[config.mk]
export PLATFORM = sky130hd
export DESIGN_NAME = user_id_reader_flat
export DESIGN_NICKNAME = d
export VERILOG_FILES = /design/src/rtl/user_id_reader_if.sv /design/src/rtl/user_id_reader.sv /design/src/flat_wrapper.sv
export SDC_FILE = /design/constraint.sdc
export NUM_CORES = 1
export LEC_CHECK = 0
export BUFFER_PORTS_ARGS = -buffer_cell sky130_fd_sc_hd__buf_2
export CAP_MARGIN = 20
export CORE_UTILIZATION = 47
export DETAILED_ROUTE_END_ITERATION = 10
export PLACE_DENSITY = 0.85
export SLEW_MARGIN = 25
export SYNTH_ARGS = -nofsm -noshare
export SYNTH_HDL_FRONTEND = slang
export SYNTH_SLANG_ARGS = --single-unit
export TNS_END_PERCENT = 30
[constraint.sdc]
create_clock -name wb_clk_i -period 4 [get_ports wb_clk_i]
set_input_delay 0.6 -clock wb_clk_i [delete_from_list [all_inputs] [get_ports wb_clk_i]]
set_output_delay 0.6 -clock wb_clk_i [all_outputs]
set_load 0.1 [all_outputs]
[src/rtl/user_id_reader_if.sv]
// Request/response bus of the user/project ID block.
// master drives requests, slave returns the registered read data.
interface user_id_reader_if #(
  parameter int ID_WIDTH = 32,
  parameter int AW       = 3
);
  logic                req_valid;
  logic [AW-1:0]       req_addr;
  logic                req_ready;
  logic                rsp_valid;
  logic [ID_WIDTH-1:0] rsp_data;
  logic                rsp_err;
  logic                rsp_ready;

  modport master (
    output req_valid, req_addr, rsp_ready,
    input  req_ready, rsp_valid, rsp_data, rsp_err
  );

  modport slave (
    input  req_valid, req_addr, rsp_ready,
    output req_ready, rsp_valid, rsp_data, rsp_err
  );
endinterface

[src/rtl/user_id_reader.sv]
// Hard-wired ID words with XOR checksum, read over a registered
// request/response port and a self-timed serial shift-out port.
module user_id_reader #(
  parameter int ID_WIDTH  = 32,
  parameter int NUM_WORDS = 4,
  parameter logic [NUM_WORDS*ID_WIDTH-1:0] ID_VALUES = '0,
  parameter int SER_DIV   = 4
) (
  input  logic                wb_clk_i,
  input  logic                wb_rst_i,
  user_id_reader_if.slave     bus,
  input  logic                ser_start,
  output logic                ser_busy,
  output logic                ser_clk,
  output logic                ser_data,
  output logic [ID_WIDTH-1:0] mask_rev
);
  localparam int AW = $clog2(NUM_WORDS + 1);
  localparam int BW = $clog2(ID_WIDTH);
  localparam int DW = $clog2(SER_DIV + 1);
  localparam int NW = 2 ** AW;

  typedef enum logic [1:0] {
    S_IDLE, S_LOAD, S_SHIFT, S_DONE
  } state_t;

  logic [ID_WIDTH-1:0] chk_c;
  logic [ID_WIDTH-1:0] chk_q;
  logic [ID_WIDTH-1:0] words [NW];

  always_comb begin
    chk_c = '0;
    for (int k = 0; k < NUM_WORDS; k++)
      chk_c ^= ID_VALUES[k*ID_WIDTH +: ID_WIDTH];
  end

  // Pad the table to a power of two so out-of-range reads index a zero word.
  for (genvar k = 0; k < NW; k++) begin : g_word
    if (k < NUM_WORDS) begin : g_id
      assign words[k] = ID_VALUES[k*ID_WIDTH +: ID_WIDTH];
    end else if (k == NUM_WORDS) begin : g_chk
      assign words[k] = chk_q;
    end else begin : g_pad
      assign words[k] = '0;
    end
  end

  assign mask_rev = ID_VALUES[ID_WIDTH-1:0];

  always_ff @(posedge wb_clk_i) begin
    if (wb_rst_i) chk_q <= '0;
    else          chk_q <= chk_c;
  end

  logic                up_q;
  logic                rsp_valid_q;
  logic                rsp_err_q;
  logic [ID_WIDTH-1:0] rsp_data_q;
  logic                acc;

  assign bus.req_ready = up_q & ~rsp_valid_q;
  assign bus.rsp_valid = rsp_valid_q;
  assign bus.rsp_data  = rsp_data_q;
  assign bus.rsp_err   = rsp_err_q;
  assign acc = bus.req_valid & bus.req_ready;

  always_ff @(posedge wb_clk_i) begin
    if (wb_rst_i) begin
      up_q        <= 1'b0;
      rsp_valid_q <= 1'b0;
      rsp_data_q  <= '0;
      rsp_err_q   <= 1'b0;
    end else begin
      up_q <= 1'b1;
      if (acc) begin
        rsp_valid_q <= 1'b1;
        rsp_data_q  <= words[bus.req_addr];
        rsp_err_q   <= bus.req_addr > AW'(NUM_WORDS);
      end else if (bus.rsp_ready) begin
        rsp_valid_q <= 1'b0;
      end
    end
  end

  state_t              state_q, state_d;
  logic [ID_WIDTH-1:0] sh_q;
  logic [BW-1:0]       bit_cnt_q;
  logic [AW-1:0]       word_idx_q;
  logic [DW-1:0]       div_q;
  logic                bit_end;
  logic                word_end;
  logic                last_word;

  assign bit_end   = div_q == DW'(SER_DIV - 1);
  assign word_end  = bit_end & (bit_cnt_q == '0);
  assign last_word = word_idx_q == AW'(NUM_WORDS);

  always_ff @(posedge wb_clk_i) begin
    if (wb_rst_i) state_q <= S_IDLE;
    else          state_q <= state_d;
  end

  always_comb begin
    state_d = state_q;
    unique case (state_q)
      S_IDLE:  if (ser_start) state_d = S_LOAD;
      S_LOAD:  state_d = S_SHIFT;
      S_SHIFT: if (word_end && last_word) state_d = S_DONE;
      S_DONE:  state_d = S_IDLE;
      default: state_d = S_IDLE;
    endcase
  end

  always_comb begin
    ser_busy = 1'b0;
    ser_clk  = 1'b0;
    ser_data = 1'b0;
    unique case (state_q)
      S_LOAD:  ser_busy = 1'b1;
      S_SHIFT: begin
        ser_busy = 1'b1;
        ser_clk  = bit_end;
        ser_data = sh_q[ID_WIDTH-1];
      end
      default: ;
    endcase
  end

  // Word index NUM_WORDS selects the checksum, so it streams like any word.
  always_ff @(posedge wb_clk_i) begin
    if (wb_rst_i) begin
      sh_q       <= '0;
      bit_cnt_q  <= '0;
      word_idx_q <= '0;
      div_q      <= '0;
    end else if (state_q == S_LOAD) begin
      sh_q       <= words[0];
      bit_cnt_q  <= BW'(ID_WIDTH - 1);
      word_idx_q <= '0;
      div_q      <= '0;
    end else if (state_q == S_SHIFT) begin
      if (!bit_end) begin
        div_q <= div_q + DW'(1);
      end else begin
        div_q <= '0;
        if (bit_cnt_q != '0) begin
          sh_q      <= sh_q << 1;
          bit_cnt_q <= bit_cnt_q - BW'(1);
        end else if (!last_word) begin
          sh_q       <= words[word_idx_q + AW'(1)];
          bit_cnt_q  <= BW'(ID_WIDTH - 1);
          word_idx_q <= word_idx_q + AW'(1);
        end
      end
    end
  end
endmodule
[src/flat_wrapper.sv]
// flat-port wrapper written by rule: the top's interface ports become plain ports
module user_id_reader_flat 
#(
  parameter int ID_WIDTH  = 32,
  parameter int NUM_WORDS = 4,
  parameter logic [NUM_WORDS*ID_WIDTH-1:0] ID_VALUES = '0,
  parameter int SER_DIV   = 4
)
  (wb_clk_i, wb_rst_i, ser_start, ser_busy, ser_clk, ser_data, mask_rev, bus_req_valid, bus_req_addr, bus_rsp_ready, bus_req_ready, bus_rsp_valid, bus_rsp_data, bus_rsp_err);
  user_id_reader_if #(.ID_WIDTH(ID_WIDTH)) bus_i ();
  input  logic wb_clk_i;
  input  logic wb_rst_i;
  input  logic ser_start;
  output logic ser_busy;
  output logic ser_clk;
  output logic ser_data;
  output logic [ID_WIDTH-1:0] mask_rev;
  input wire logic [$bits(bus_i.req_valid)-1:0] bus_req_valid;
  input wire logic [$bits(bus_i.req_addr)-1:0] bus_req_addr;
  input wire logic [$bits(bus_i.rsp_ready)-1:0] bus_rsp_ready;
  output wire logic [$bits(bus_i.req_ready)-1:0] bus_req_ready;
  output wire logic [$bits(bus_i.rsp_valid)-1:0] bus_rsp_valid;
  output wire logic [$bits(bus_i.rsp_data)-1:0] bus_rsp_data;
  output wire logic [$bits(bus_i.rsp_err)-1:0] bus_rsp_err;
  assign bus_i.req_valid = bus_req_valid;
  assign bus_i.req_addr = bus_req_addr;
  assign bus_i.rsp_ready = bus_rsp_ready;
  assign bus_req_ready = bus_i.req_ready;
  assign bus_rsp_valid = bus_i.rsp_valid;
  assign bus_rsp_data = bus_i.rsp_data;
  assign bus_rsp_err = bus_i.rsp_err;
  user_id_reader #(.ID_WIDTH(ID_WIDTH), .NUM_WORDS(NUM_WORDS), .ID_VALUES(ID_VALUES), .SER_DIV(SER_DIV)) u_core (.wb_clk_i(wb_clk_i), .wb_rst_i(wb_rst_i), .bus(bus_i), .ser_start(ser_start), .ser_busy(ser_busy), .ser_clk(ser_clk), .ser_data(ser_data), .mask_rev(mask_rev));
endmodule
==> summary.md, run 1 <==
| Metric | Value |
|---|---|
| Status | `completed` |
| Ports | `78` |
| Rows | `19` |
| Critical path class | `reg2out` |
| Via density per instance | `4.187` |
| Final TNS setup | `0 ns` |
| Hold Crit Class | `reg2reg` |
| Nets | `189` |
| Synth Flop Type | `dfxtp_1` |
| Fin crit share | `0.5830` |
| # fillers | `282` |
| Area occupied by registers | `320.3 um^2` |
| Vias in the first global route | `665` |
| Synth warnings | `0` |
| Overall routing resource usage | `0.1132` |
| Number of synthesized flops with an enable pin | `0` |
| Power Dens Cells | `697.3 nW/um^2` |
| Clk slew on worst S/H paths | `0.08 ns` |
| Crit-path slowest cell | `buf_2` |
| H-tree Lvls | `1` |
| Synth unique cells | `35` |
| Share of the synthesized area in the top cell type | `0.3628` |
| Slew HR | `0.5054` |
| Top Family by Delay on Critical Path | `buffers and inverters` |
| Area delta synth->final | `-9.954%` |
| Initial core utilization | `0.4920` |
| Hpwl dp | `1.433 mm` |
| Crit path cell chain | `inv_1, ha_1, and3b_1, buf_2` |
| WL final | `1.746 mm` |
| Area occupied by multi-input gates | `735.7 um^2` |
| Fin. Hold Viols | `0` |
| Crit end category | `output port` |
| Final cell count without fillers | `203` |
| Setup Skew | `0.001514 ns` |
| Worst-margin pin slew | `0.7316 ns` |
| Post-Syn Area per Cell | `8.407 um^2` |
| Clock sinks | `16` |
| CP bufs+invs | `2` |
| Routed len/inst | `8.601 um` |
| Longest Clk Path Bufs | `2` |
| DRC violations left | `0` |
| DR iter-0 viols | `15` |
| Die area | `3080 um^2` |
| Routability cong. | `0.7981` |
| Global-route wire length before repair | `2.773 mm` |
| Port buffer count | `12` |
| Startpoint types | `flip-flop` |
| Number of diodes | `0` |
| Worst-path fanout max | `7` |
| Post-synthesis cell count | `160` |
| Die Span X | `55.50 um` |
| Root Buffer | `clkbuf_4` |
| Initial antenna violation count | `0` |
| Layout Utilization | `0.4430` |
| DIE HEIGHT | `55.50 um` |
| Share of cells above drive strength 1 | `0.1395` |
| Num CTS Buffers | `3` |
| RSZ-0062 raised after global routing | `no` |
| Arrival @ worst endpoint | `1.73 ns` |
| CTS tree | `built` |
| Post-CTS setup buffers | `0` |
| Leading area contributor after synthesis | `buf_4` |
| Top cells by area, synth | `buf_4 36%, dfxtp_1 24%, ha_1 6.5%, nor2_1 3.3%, inv_1 2.5%` |
| Max incr delay on CP | `0.44 ns` |
| Post_cts resized | `0` |
| Detailed-router iteration count before antenna repair | `4` |
| GRT overflow | `0` |
| Sequential-to-total area share from yosys stat | `0.2381` |
| Register bit total from synthesis | `16` |
| F_max | `0.4288 GHz` |
| Largest net degree at the start of global routing | `10` |
| Pleak | `0.0006000 uW` |
| Routed vias | `850` |
| Clock Latency Late Sink | `0.28 ns` |
| DRT antenna net count | `0` |
| Hold Slack | `0.4892 ns` |
| WP data required | `3.40 ns` |
| Core area | `2734 um^2` |
| Inst Count DP | `200` |
| Max VDD drop | `0.3699 mV` |
| MaxCap Viol Count | `0` |
| Period minus WS final | `2.332 ns` |
| Final Slew Violations | `0` |
| Final setup vio count | `0` |
| Hold buffers post-CTS | `0` |
| Cell Area, Synth | `1345 um^2` |
| Post-synth ARST share | `0` |
==> area by class of cell <==
class,count,area share
timing repair buffer,12,0.04959
inverter,9,0.02789
sequential,16,0.2645
multi-input combinational,132,0.6074
clock buffer,3,0.01860
tap,31,0.03202
==> worst register-to-register path, stage by stage (launching register included) <==
cell and delay [ns]:
dfxtp_1 0.34, inv_1 0.08, ha_1 0.41, and4bb_2 0.31, or3b_2 0.45, a21oi_1 0.15
a311oi_1 0.06
==> path summary, 6_finish.rpt <==
check	start	depth (start not counted)	slack (ns)	endpoint
min	u_core.div_q[2]	2	0.49	u_core.div_q[2]
min reg2reg	u_core.div_q[2]	2	0.49	u_core.div_q[2]
max reg2reg	u_core.state_q[0]	6	2.09	u_core.bit_cnt_q[3]
max	u_core.state_q[0]	4	1.67	ser_clk
==> synth_stat cells (2+ instances only) <==
cell      instances
nand4_1           2
nand2b_1          2
nand3_1           2
nand3b_1          2
a21oi_1           5
buf_4            65
mux2i_1           3
clkbuf_1          2
dfxtp_1          16
nor2_1           12
ha_1              7
nand2_1           8
inv_1             9
nor2b_1           2
a311oi_1          3
==> stage by stage <==
| step | instance area [um^2] | worst slack [ns] | total power, uW |
|---|---|---|---|
| floorplan | 1585 | 1.268 | 762.1 |
| detailed placement | 1189 | 1.973 | 764.0 |
| global route | 1211 | 1.568 | 887.4 |
| CTS | 1211 | 1.651 | 846.5 |
| global placement | 1189 | 2.004 | 752.0 |
| finish | 1211 | 1.668 | 844.5 |
==> metal layers <==
metal / vias up / GRT usage / wire length [um] / share of wire
li1: 428 / - / - / -
met2: 40 / 0.1859 / 846 / 0.48
met4: 0 / 0.02143 / 10 / 0.0057
met3: 2 / 0.04918 / 121 / 0.069
met5: - / 0 / 0 / 0
met1: 380 / 0.1381 / 767 / 0.44
==> report_power, final <==
part / internal [uW] / switching (uW)
logic: 98.7 / 454
clock network: 35.0 / 47.8
registers: 185 / 23.9
==> kinds of logic (layout without fill, tap and decap cells) <==
logic type / count (synthesis) / count (layout) / synth area share
buffers and inverters: 76 / 24 / 0.3935
AO/OA/AOI/OAI: 17 / 17 / 0.1070
XOR/XNOR: 2 / 2 / 0.01303
other: 1 / 65 / 0.002788
AND/OR/NAND/NOR: 37 / 37 / 0.1498
flip-flops: 16 / 16 / 0.2381
multiplexers: 4 / 4 / 0.03070
adder cells (fa/ha/maj): 7 / 7 / 0.06511
==> flip-flops by register name, summed over array words and instances (netlist names) <==
name,count
u_core.bit_cnt_q,5
u_core.bus.rsp_err,1
u_core.bus.rsp_valid,1
u_core.div_q,3
u_core.state_q,2
u_core.up_q,1
u_core.word_idx_q,3
==> cells in the final DEF (no fill, tap or decap), types with 2 or more instances in the layout <==
master,count
nand4_1,2
ha_1,7
dfxtp_1,16
nand3_1,2
conb_1,65
nand2b_1,2
a21oi_1,5
inv_1,9
nor2b_1,2
buf_2,12
mux2i_1,3
clkbuf_4,3
nand2_1,8
nand3b_1,2
a311oi_1,3
nor2_1,12
No activity file was read; power rests on OpenSTA's default activity.
==> inputs of run 2 (changes only) <==
--- a/config.mk
+++ b/config.mk
@@ -7,9 +7,9 @@
 export LEC_CHECK = 0
 export BUFFER_PORTS_ARGS = -buffer_cell sky130_fd_sc_hd__buf_2
 export CAP_MARGIN = 20
-export CORE_UTILIZATION = 47
+export CORE_UTILIZATION = 40
 export DETAILED_ROUTE_END_ITERATION = 10
-export PLACE_DENSITY = 0.85
+export PLACE_DENSITY = 0.77
 export SLEW_MARGIN = 25
 export SYNTH_ARGS = -nofsm -noshare
 export SYNTH_HDL_FRONTEND = slang
==> constraint.sdc (replaced) <==
create_clock -name wb_clk_i -period 2.1 [get_ports wb_clk_i]
set_input_delay 0.315 -clock wb_clk_i [delete_from_list [all_inputs] [get_ports wb_clk_i]]
set_output_delay 0.315 -clock wb_clk_i [all_outputs]
set_load 0.1 [all_outputs]
==> run 2 against run 1 <==
Net effect:
- critical path depth is 2 higher
- register-to-register slack worse by 1.9 ns
- non-clock buffer count is 2 higher
- setup slack worse by 1.5 ns
- core utilization is 4.5 points lower
- highest routed layer unchanged
- die area is 17% higher
- sequential share of layout area is 0.72 points lower
- largest cell class unchanged
- hold slack worse by 0.20 ns
- largest power group unchanged
- sequential power is 90% higher
==> summary.md, run 2 (synthesis gave the netlist of run 1 again) <==
| Metric | Value |
|---|---|
| Hold Crit Class | `in2reg` |
| Clock Latency Late Sink | `0.29 ns (about the same)` |
| Inst Count DP | `215 (+7.5%)` |
| Via density per instance | `4.000 (-4.5%)` |
| Crit path cell chain | `inv_1, ha_1, and4bb_2, or3b_2, a21oi_1, a311oi_1` |
| Initial antenna violation count | `0 (unchanged)` |
| Die area | `3598 um^2 (+17%)` |
| Period minus WS final | `1.913 ns` |
| Regs by FF count | `u_core.bit_cnt_q: 5 flops, u_core.div_q: 3 flops, u_core.word_idx_q: 3 flops` |
| Fin crit share | `0.9110` |
| Num CTS Buffers | `3 (unchanged)` |
| Status | `completed` |
| Number of diodes | `0 (unchanged)` |
| F_max | `0.5227 GHz` |
| DIE HEIGHT | `59.99 um (+8.1%)` |
| Clk slew on worst S/H paths | `0.09 ns (about the same)` |
| Crit end category | `flip-flop` |
| Most flops, register | `u_core.bit_cnt_q` |
| Detailed-router iteration count before antenna repair | `4 (unchanged)` |
| Initial core utilization | `0.4300 (-0.06199)` |
| Vias in the first global route | `689 (+3.6%)` |
| Max incr delay on CP | `0.44 ns (about the same)` |
| Hold Slack | `0.2872 ns (-0.2021 ns)` |
| Critical path class | `reg2reg` |
| GRT overflow | `0 (unchanged)` |
| Root Buffer | `clkbuf_4` |
| DR iter-0 viols | `14 (-1)` |
| DRC violations left | `0 (unchanged)` |
| Hpwl dp | `1.459 mm (+1.9%)` |
| Tot Pwr | `1647 uW (+95%)` |
| H-tree Lvls | `1 (unchanged)` |
| Global-route wire length before repair | `2.884 mm (+4.0%)` |
| Area after DPL | `1222 um^2 (+2.8%)` |
| Area occupied by multi-input gates | `738.2 um^2 (+0.34%)` |
| MaxCap Viol Count | `0 (unchanged)` |
| Commonest non-fill, non-tap cell in the layout | `conb_1` |
| Routed len/inst | `8.399 um (-2.3%)` |
| Clock sinks | `16 (unchanged)` |
| Post-route cell area | `1245 um^2 (+2.8%)` |
| WP data required | `2.27 ns (-1.13 ns)` |
| # fillers | `333 (+18%)` |
| Post-CTS setup buffers | `0 (unchanged)` |
| Pleak | `0.0006109 uW (+1.8%)` |
| Startpoint types | `flip-flop` |
| Rows | `20 (+1)` |
| Max reg flops | `5 (unchanged)` |
| Largest net degree at the start of global routing | `10 (unchanged)` |
| Ports | `78 (unchanged)` |
| Final setup vio count | `0 (unchanged)` |
| Arrival @ worst endpoint | `2.08 ns (+0.35 ns)` |
| Overall routing resource usage | `0.1095 (-0.003730)` |
| Area occupied by registers | `320.3 um^2 (unchanged)` |
| Area delta synth->final | `-7.442%` |
| Max VDD drop | `0.4971 mV (+34%)` |
| Power Dens Cells | `1323 nW/um^2 (+90%)` |
| Die Span X | `59.99 um (+8.1%)` |
| Commonest non-fill, non-tap cells in the layout | `65 x conb_1, 16 x dfxtp_1, 12 x nor2_1, 12 x buf_2, 9 x inv_1` |
| Worst-path fanout max | `7 (unchanged)` |
| Fin. Hold Viols | `0 (unchanged)` |
| Nets | `191 (+1.1%)` |
| Post_cts resized | `0 (unchanged)` |
| Setup Skew | `0.003137 ns (+0.001623 ns)` |
| Share of cells above drive strength 1 | `0.1552 (+0.01564)` |
| Final cell count without fillers | `218 (+7.4%)` |
| Longest Clk Path Bufs | `2 (unchanged)` |
| Port buffer count | `12 (unchanged)` |
| Core area | `3128 um^2 (+14%)` |
| CTS tree | `built` |
| Final Slew Violations | `0 (unchanged)` |
| Layout Utilization | `0.3980 (-0.04502)` |
| RSZ-0062 raised after global routing | `no` |
| Crit-path slowest cell | `or3b_2` |
| Hold buffers post-CTS | `0 (unchanged)` |
| WL final | `1.831 mm (+4.9%)` |
| Routed vias | `872 (+2.6%)` |
| DRT antenna net count | `0 (unchanged)` |
| Routability cong. | `0.8675 (+8.7%)` |
run 2: cell types whose count changed in the layout (fill, tap and decap cells not counted), sizes merged:
cell / delta
buf: +2
run 2: layer usage:
| metal | vias up | share of wire | GRT usage |
|---|---|---|---|
| met5 | - | 0 | 0 |
| met4 | 0 | 0.0076 | 0.04651 |
| met3 | 2 | 0.084 | 0.05195 |
| met2 | 46 | 0.49 | 0.1810 |
| met1 | 394 | 0.42 | 0.1191 |
| li1 | 430 | - | - |
run 2: area by class of cell:
cell class	instances	area share
Clock buffer	3	0.01809
Inverter	9	0.02714
Multi-Input combinational cell	132	0.5930
Sequential cell	16	0.2573
Tap cell	44	0.04422
Timing Repair Buffer	14	0.06030
run 2: where the power goes:
group,switching [uW],internal [uW]
sequential,45.4,353
combinational,871,218
clock,93.5,66.7
run 2: worst max-delay path, delay by kind of cell (launching register included):
family / cells / cell delay [ns]
AND/OR/NAND/NOR: 2 / 0.74
adder cells (fa/ha/maj): 1 / 0.38
flip-flops: 1 / 0.36
AO/OA/AOI/OAI: 2 / 0.24
buffers and inverters: 1 / 0.07
run 2: per-stage QoR:
stage                     setup TNS, ns  setup WS [ns]
final                                 0         0.1868
after global placement                0         0.2786
after detailed placement              0         0.2106
after global routing                  0        0.03574
after floorplan                 -0.5029        -0.3365
after CTS                             0         0.1875
run 2: final timing paths:
path                     startpoint                    to  slack, ns  cells past startpoint
hold reg to reg     u_core.div_q[2]       u_core.div_q[2]       0.48                      2
setup reg to reg  u_core.state_q[1]   u_core.bit_cnt_q[3]       0.19                      6
setup / recovery  u_core.state_q[1]   u_core.bit_cnt_q[3]       0.19                      6
hold / removal        bus_rsp_ready  u_core.bus.rsp_valid       0.29                      3
